## config.mk

```make
export PLATFORM = sky130hd
export DESIGN_NAME = serial_magnitude_comparator
export DESIGN_NICKNAME = d
export VERILOG_FILES = /design/src/rtl/serial_magnitude_comparator_pkg.sv /design/src/rtl/serial_magnitude_comparator_bit_compare_slice.sv /design/src/rtl/serial_magnitude_comparator.sv
export SDC_FILE = /design/constraint.sdc
export NUM_CORES = 1
export LEC_CHECK = 0
export CAP_MARGIN = 20
export CORE_UTILIZATION = 50
export DETAILED_ROUTE_END_ITERATION = 6
export PLACE_DENSITY = 0.82
export SLEW_MARGIN = 30
export SYNTH_ARGS = -nofsm -noshare
export SYNTH_HDL_FRONTEND = slang
export SYNTH_SLANG_ARGS = --single-unit
```

## constraint.sdc

```tcl
create_clock -name clk -period 1.5 [get_ports clk]
set_input_delay 0.3 -clock clk [delete_from_list [all_inputs] [get_ports clk]]
set_output_delay 0.3 -clock clk [all_outputs]
set_load 0.03 [all_outputs]
```

## src/rtl/serial_magnitude_comparator_pkg.sv

```systemverilog
`default_nettype none
// ============================================================================
// Module   : serial_magnitude_comparator_pkg
// Brief    : Shared state encodings, default width and result encodings for
//            the bit-serial magnitude comparator.
// Revision : 1.0 - initial release
// ============================================================================
package serial_magnitude_comparator_pkg;

    localparam int DEFAULT_WIDTH = 8;

    typedef enum logic [1:0] {
        ST_IDLE  = 2'd0,
        ST_SHIFT = 2'd1,
        ST_DONE  = 2'd2
    } state_t;

    // Result flags packed as {eq, a_gt_b, b_gt_a}
    localparam logic [2:0] RES_NONE = 3'b000;
    localparam logic [2:0] RES_EQ   = 3'b100;
    localparam logic [2:0] RES_AGTB = 3'b010;
    localparam logic [2:0] RES_BGTA = 3'b001;

endpackage : serial_magnitude_comparator_pkg
`default_nettype wire

```

## src/rtl/serial_magnitude_comparator_bit_compare_slice.sv

```systemverilog
`default_nettype none
// ============================================================================
// Module   : bit_compare_slice
// Brief    : Combinational one-bit magnitude compare slice (MSB-first chain).
//            Behavioural twin of the gate-level slice.
// Revision : 1.0 - initial release
// ============================================================================
module bit_compare_slice (
    input  logic ai_i,
    input  logic bi_i,
    input  logic e0_i,
    input  logic g0_i,
    output logic e1_o,
    output logic g1_o
);

    // g tracks "B greater so far"; it can only be set while still equal.
    assign e1_o = e0_i & ~(ai_i ^ bi_i);
    assign g1_o = g0_i | (~ai_i & bi_i & e0_i);

endmodule : bit_compare_slice
`default_nettype wire

```

## src/rtl/serial_magnitude_comparator.sv

```systemverilog
`default_nettype none
// ============================================================================
// Module   : serial_magnitude_comparator
// Brief    : Bit-serial unsigned A/B magnitude comparator, MSB first.
//            Optional macro SERIAL_CMP_EARLY_EXIT_EN finishes on first
//            differing bit.
// Revision : 1.0 - initial release
// ============================================================================
module serial_magnitude_comparator
    import serial_magnitude_comparator_pkg::*;
#(
    parameter int WIDTH = DEFAULT_WIDTH
) (
    input  logic             clk,
    input  logic             rst_n,
    input  logic             start_i,
    input  logic [WIDTH-1:0] a_i,
    input  logic [WIDTH-1:0] b_i,
    output logic             busy_o,
    output logic             done_o,
    output logic             eq_o,
    output logic             a_gt_b_o,
    output logic             b_gt_a_o
);

    localparam int CNT_W = $clog2(WIDTH + 1);

    state_t             state_q, state_d;
    logic [WIDTH-1:0]   sa_q, sa_d;
    logic [WIDTH-1:0]   sb_q, sb_d;
    logic [CNT_W-1:0]   cnt_q, cnt_d;
    logic               e_q, e_d;
    logic               g_q, g_d;
    logic               eq_q, eq_d;
    logic               agtb_q, agtb_d;
    logic               bgta_q, bgta_d;

    logic               slice_e;
    logic               slice_g;
    logic               last_bit;
    logic               finish;

    bit_compare_slice u_slice (
        .ai_i (sa_q[WIDTH-1]),
        .bi_i (sb_q[WIDTH-1]),
        .e0_i (e_q),
        .g0_i (g_q),
        .e1_o (slice_e),
        .g1_o (slice_g)
    );

    assign last_bit = (cnt_q == CNT_W'(1));

`ifdef SERIAL_CMP_EARLY_EXIT_EN
    assign finish = last_bit | ~slice_e;
`else
    assign finish = last_bit;
`endif

    always_comb begin
        state_d = state_q;
        sa_d    = sa_q;
        sb_d    = sb_q;
        cnt_d   = cnt_q;
        e_d     = e_q;
        g_d     = g_q;
        eq_d    = eq_q;
        agtb_d  = agtb_q;
        bgta_d  = bgta_q;

        case (state_q)
            ST_IDLE, ST_DONE: begin
                if (start_i) begin
                    state_d = ST_SHIFT;
                    sa_d    = a_i;
                    sb_d    = b_i;
                    cnt_d   = CNT_W'(WIDTH);
                    e_d     = 1'b1;
                    g_d     = 1'b0;
                end else begin
                    state_d = ST_IDLE;
                end
            end
            ST_SHIFT: begin
                e_d   = slice_e;
                g_d   = slice_g;
                sa_d  = sa_q << 1;
                sb_d  = sb_q << 1;
                cnt_d = cnt_q - CNT_W'(1);
                if (finish) begin
                    state_d = ST_DONE;
                    eq_d    = slice_e;
                    bgta_d  = slice_g;
                    agtb_d  = ~slice_e & ~slice_g;
                end
            end
            default: state_d = ST_IDLE;
        endcase
    end

    always_ff @(posedge clk or negedge rst_n) begin
        if (!rst_n) begin
            state_q <= ST_IDLE;
            sa_q    <= '0;
            sb_q    <= '0;
            cnt_q   <= '0;
            e_q     <= 1'b1;
            g_q     <= 1'b0;
            eq_q    <= 1'b0;
            agtb_q  <= 1'b0;
            bgta_q  <= 1'b0;
        end else begin
            state_q <= state_d;
            sa_q    <= sa_d;
            sb_q    <= sb_d;
            cnt_q   <= cnt_d;
            e_q     <= e_d;
            g_q     <= g_d;
            eq_q    <= eq_d;
            agtb_q  <= agtb_d;
            bgta_q  <= bgta_d;
        end
    end

    assign busy_o   = (state_q == ST_SHIFT);
    assign done_o   = (state_q == ST_DONE);
    assign eq_o     = eq_q;
    assign a_gt_b_o = agtb_q;
    assign b_gt_a_o = bgta_q;

endmodule : serial_magnitude_comparator
`default_nettype wire

```

==> impl_summary.md <==
Drt
The count of nets left with antenna violations once routing finished came out at 0. The wire length after detailed routing is 2514 um. The first-pass iteration count of the detailed router is 4. The routed length per instance is 14.70 um.

After detailed routing, the number of vias per cell comes to 5.708. The first routing iteration left 23 violations. Detailed routing inserted a total of 976 vias. The DRC violations left is 0.

Setup path
STA classifies the critical path endpoint as a flop. In this run the worst setup path begins at cnt_q[1]$_DFFE_PN0P_. Data arrives at the worst endpoint at 1.66 ns.

Setup slack on the worst reg-to-reg path comes out at 0.07 ns. The startpoint type of the worst setup path is a flop. The end point of the critical path is a_gt_b_o$_DFFE_PN0P_. The worst register-to-register path begins at cnt_q[1]$_DFFE_PN0P_.

The cell count of the worst reg-to-reg path is 5. Of all nets on the critical path, the largest fanout is 4. The start-to-end type of the worst setup path is flop to flop. The data required time at the worst endpoint is 1.72 ns. The endpoint of the worst register-to-register path is a_gt_b_o$_DFFE_PN0P_.

Power
For this design the ratio of total power to cell area is 1902 mW/mm^2. The maximum VDD drop is 1144 uV. The leakage power is 0.7463 nW.

Timing
The final clock skew is 0.004213 ns. The final period utilization is 95.58%. The final-report setup violation count is 0. The slew at the pin closest to its max-slew limit is 0.2988 ns.

The final count of pins violating max slew is 0. The final hold violation count is 0. Setup total negative slack on the finished layout was measured at 0 ns.

The final period demand of the worst path is 1.434 ns. Timing would allow up to 0.6975 GHz. In this run the tightest slew margin relative to its limit is 80.16%.

Min path
The worst hold path belongs to the class input port to asynchronous set/reset pin.

GRT
Entering global routing, the biggest net connects 28 pins. The wire length of the first global-routing pass is 4181 um. The global-route track usage on met1 is 27.65%. After global routing the overflow that remains totals 0. For this run, global-route usage on met2 was measured as 34.85%. The global routing stage identified its most utilized layer as met2.

The number of antenna violations at the first check in global routing is 0. The via count of the first global-routing pass was 922. Global routing used 21.62% of the available tracks. Global routing consumed, on the met3 layer, 3.216% of the routing resources.

Clock tree
The cts-stage hold buffer count is 0. CTS built an H-tree with a depth of 1. The clock root buffer master is sky130_fd_sc_hd__clkbuf_4. TritonCTS built the clock tree. Counting the buffers created by CTS gives 3.

Clock-pin slew was measured on the worst setup and hold paths at 0.14 ns. The clock drives 27 sinks. At the later pin of the worst-skew pair, clock insertion delay measures 0.32 ns. The clock passes through at most 2 buffers.

Finish
The final layout contains 166 nets. The count of antenna diodes in the layout is 0. For this run, the share of the core covered by cells in the final layout is 68.61%. Leaving out fill and tap cells, the most frequent cell in the layout is sky130_fd_sc_hd__dfrtp_1. The area growth from synthesis to layout is 26.83%. The final instance area is 0.001562 sq mm. Leaving out fill and tap cells, the most frequent cells in the layout are 26 x sky130_fd_sc_hd__dfrtp_1, 18 x sky130_fd_sc_hd__clkdlybuf4s50_1, 15 x sky130_fd_sc_hd__nand2_1, 14 x sky130_fd_sc_hd__nand3_1, 13 x sky130_fd_sc_hd__a22oi_1. Of the cells placed in the final design, the portion with a size suffix greater than 1 is 16.08%.

Floorplanning
Once the floorplan was initialized, standard cells occupied 54.10% of the core. From left edge to right edge, the die measures 51.62 um. The core footprint is 0.002276 sq mm. The die is 51.62 um tall. The die area is 0.002665 sq mm. The number of core rows is 17. The I/O pin total is 24.

Placement
Once detailed placement completed, the half-perimeter wirelength came to 1651 um. In this run the cell area measured after placement is 0.001511 sq mm. The count of buffers added on input and output ports is 23. The routability-driven placement congestion ratio is 0.7240.

Synth
The sequential share of the synthesized area is 54.98%. The synthesized design contains 0 enable-type register cells. After synthesis, the cell types taking the most area are sky130_fd_sc_hd__dfrtp_1 53%, sky130_fd_sc_hd__a22oi_1 7.9%, sky130_fd_sc_hd__nand3_1 5.7%, sky130_fd_sc_hd__nand2_1 4.6%, sky130_fd_sc_hd__ha_1 3.0%. The synthesized area divided by synthesized cell count is 10.80 sq um. The number of nets in the synthesized netlist is 136. The synthesized netlist contains 31 unique library cells.

The cell count after synthesis came out at 114. The most used flip-flop cell after synthesis is sky130_fd_sc_hd__dfrtp_1. After synthesis the cells add up to 0.001231 sq mm. After synthesis the netlist holds a flip-flop and latch count of 27.

Yosys printed 0 warnings. The top-area cell type share of the netlist area is 52.85%. The cell type contributing the most total cell area after synthesis is sky130_fd_sc_hd__dfrtp_1. The async set-reset flop share out of synthesis is 100.0%.

Run
Across the run, the number of max-cap violations was 0.

Run status
The run finished with clean final reports.
[kinds of logic after synthesis]
group	synth area share, %
and+or+nand+nor	16.57
AOI/OAI and AO/OA	16.77
DFF	54.98
buffers and inverters	6.604
adders and majority gates	3.049
muxes	2.032
[report_power, final]
group	switching (mW)	leakage [nW]	internal, mW
Combinational	0.762	0.394	0.611
Sequential	0.229	0.335	1.06
Clock	0.210	0.0177	0.0999
Total	1.20	0.746	1.77
[metal layers]
metal | routed length [um] | share of wire (%)
met2 | 1242 | 49
met5 | 0 | 0
met4 | 62 | 2.5
met3 | 114 | 4.5
met1 | 1095 | 44
[per-stage QoR]
step / hold WS (ns) / power (mW) / std cells / setup WS (ns)
2_1_floorplan: 0.004409 / 2.265 / 114 / 0.1875
3_3_place_gp: 0.4746 / 2.551 / 164 / -0.01635
3_5_place_dp: 0.4892 / 2.628 / 164 / -0.07779
4_1_cts: 0.3217 / 2.965 / 170 / 0.005910
5_1_grt: 0.3037 / 3.217 / 171 / -0.01621
6_report: 0.3205 / 2.969 / 171 / 0.06631
[cell type report]
class	count	area, sq um
Multi-Input combinational cell	74	480.5
Tap cell	28	35.03
Timing Repair inverter	1	3.754
Fill cell	186	714.4
Clock buffer	3	22.52
Inverter	5	23.77
Clock inverter	1	5.005
Timing Repair Buffer	32	314.1
Sequential cell	27	676.9
[synth_stat cells, types with 3 or more instances]
cell type                  n
sky130_fd_sc_hd__nor2_1    3
sky130_fd_sc_hd__buf_6     3
sky130_fd_sc_hd__nand2_1  15
sky130_fd_sc_hd__dfrtp_1  26
sky130_fd_sc_hd__a31oi_1   3
sky130_fd_sc_hd__ha_1      3
sky130_fd_sc_hd__buf_2     3
sky130_fd_sc_hd__nand3_1  14
sky130_fd_sc_hd__inv_1     4
sky130_fd_sc_hd__a22oi_1  13
[state kept, by name, summed over array words and instances (netlist names)]
register / flops
a_gt_b_o: 1
b_gt_a_o: 1
cnt_q: 4
e_q: 1
eq_o: 1
g_q: 1
sa_q: 8
sb_q: 8
state_q: 2
[worst min-delay path by stage]
| stage | from | to | slack, ns | cells after the start |
|---|---|---|---|---|
| finish | rst_n | sb_q[7]$_DFFE_PN0P_ | 0.32 | 2 |
| global route | rst_n | sb_q[7]$_DFFE_PN0P_ | 0.30 | 2 |
| CTS | rst_n | sa_q[6]$_DFFE_PN0P_ | 0.32 | 2 |
| detailed placement | sb_q[0]$_DFFE_PN0P_ | sb_q[0]$_DFFE_PN0P_ | 0.49 | 1 |
| global placement | eq_o$_DFFE_PN0P_ | eq_o$_DFFE_PN0P_ | 0.47 | 1 |
| floorplan | rst_n | a_gt_b_o$_DFFE_PN0P_ | 0.004 | 0 |
[critical path, stage by stage, from the launching register on]
cell and delay (ns):
sky130_fd_sc_hd__dfrtp_1 0.43, sky130_fd_sc_hd__inv_1 0.10, sky130_fd_sc_hd__ha_1 0.15, sky130_fd_sc_hd__nor3b_4 0.25, sky130_fd_sc_hd__nand2_2 0.12, sky130_fd_sc_hd__mux2_4 0.30
[repair_timing]
action / CTS / global route
resized for setup: 4 / 1
setup endpoints to repair: 4 / 2
gates cloned: 1 / 0
buffers inserted: 1 / 1
Note: power is estimated with default switching activity, not from simulation.
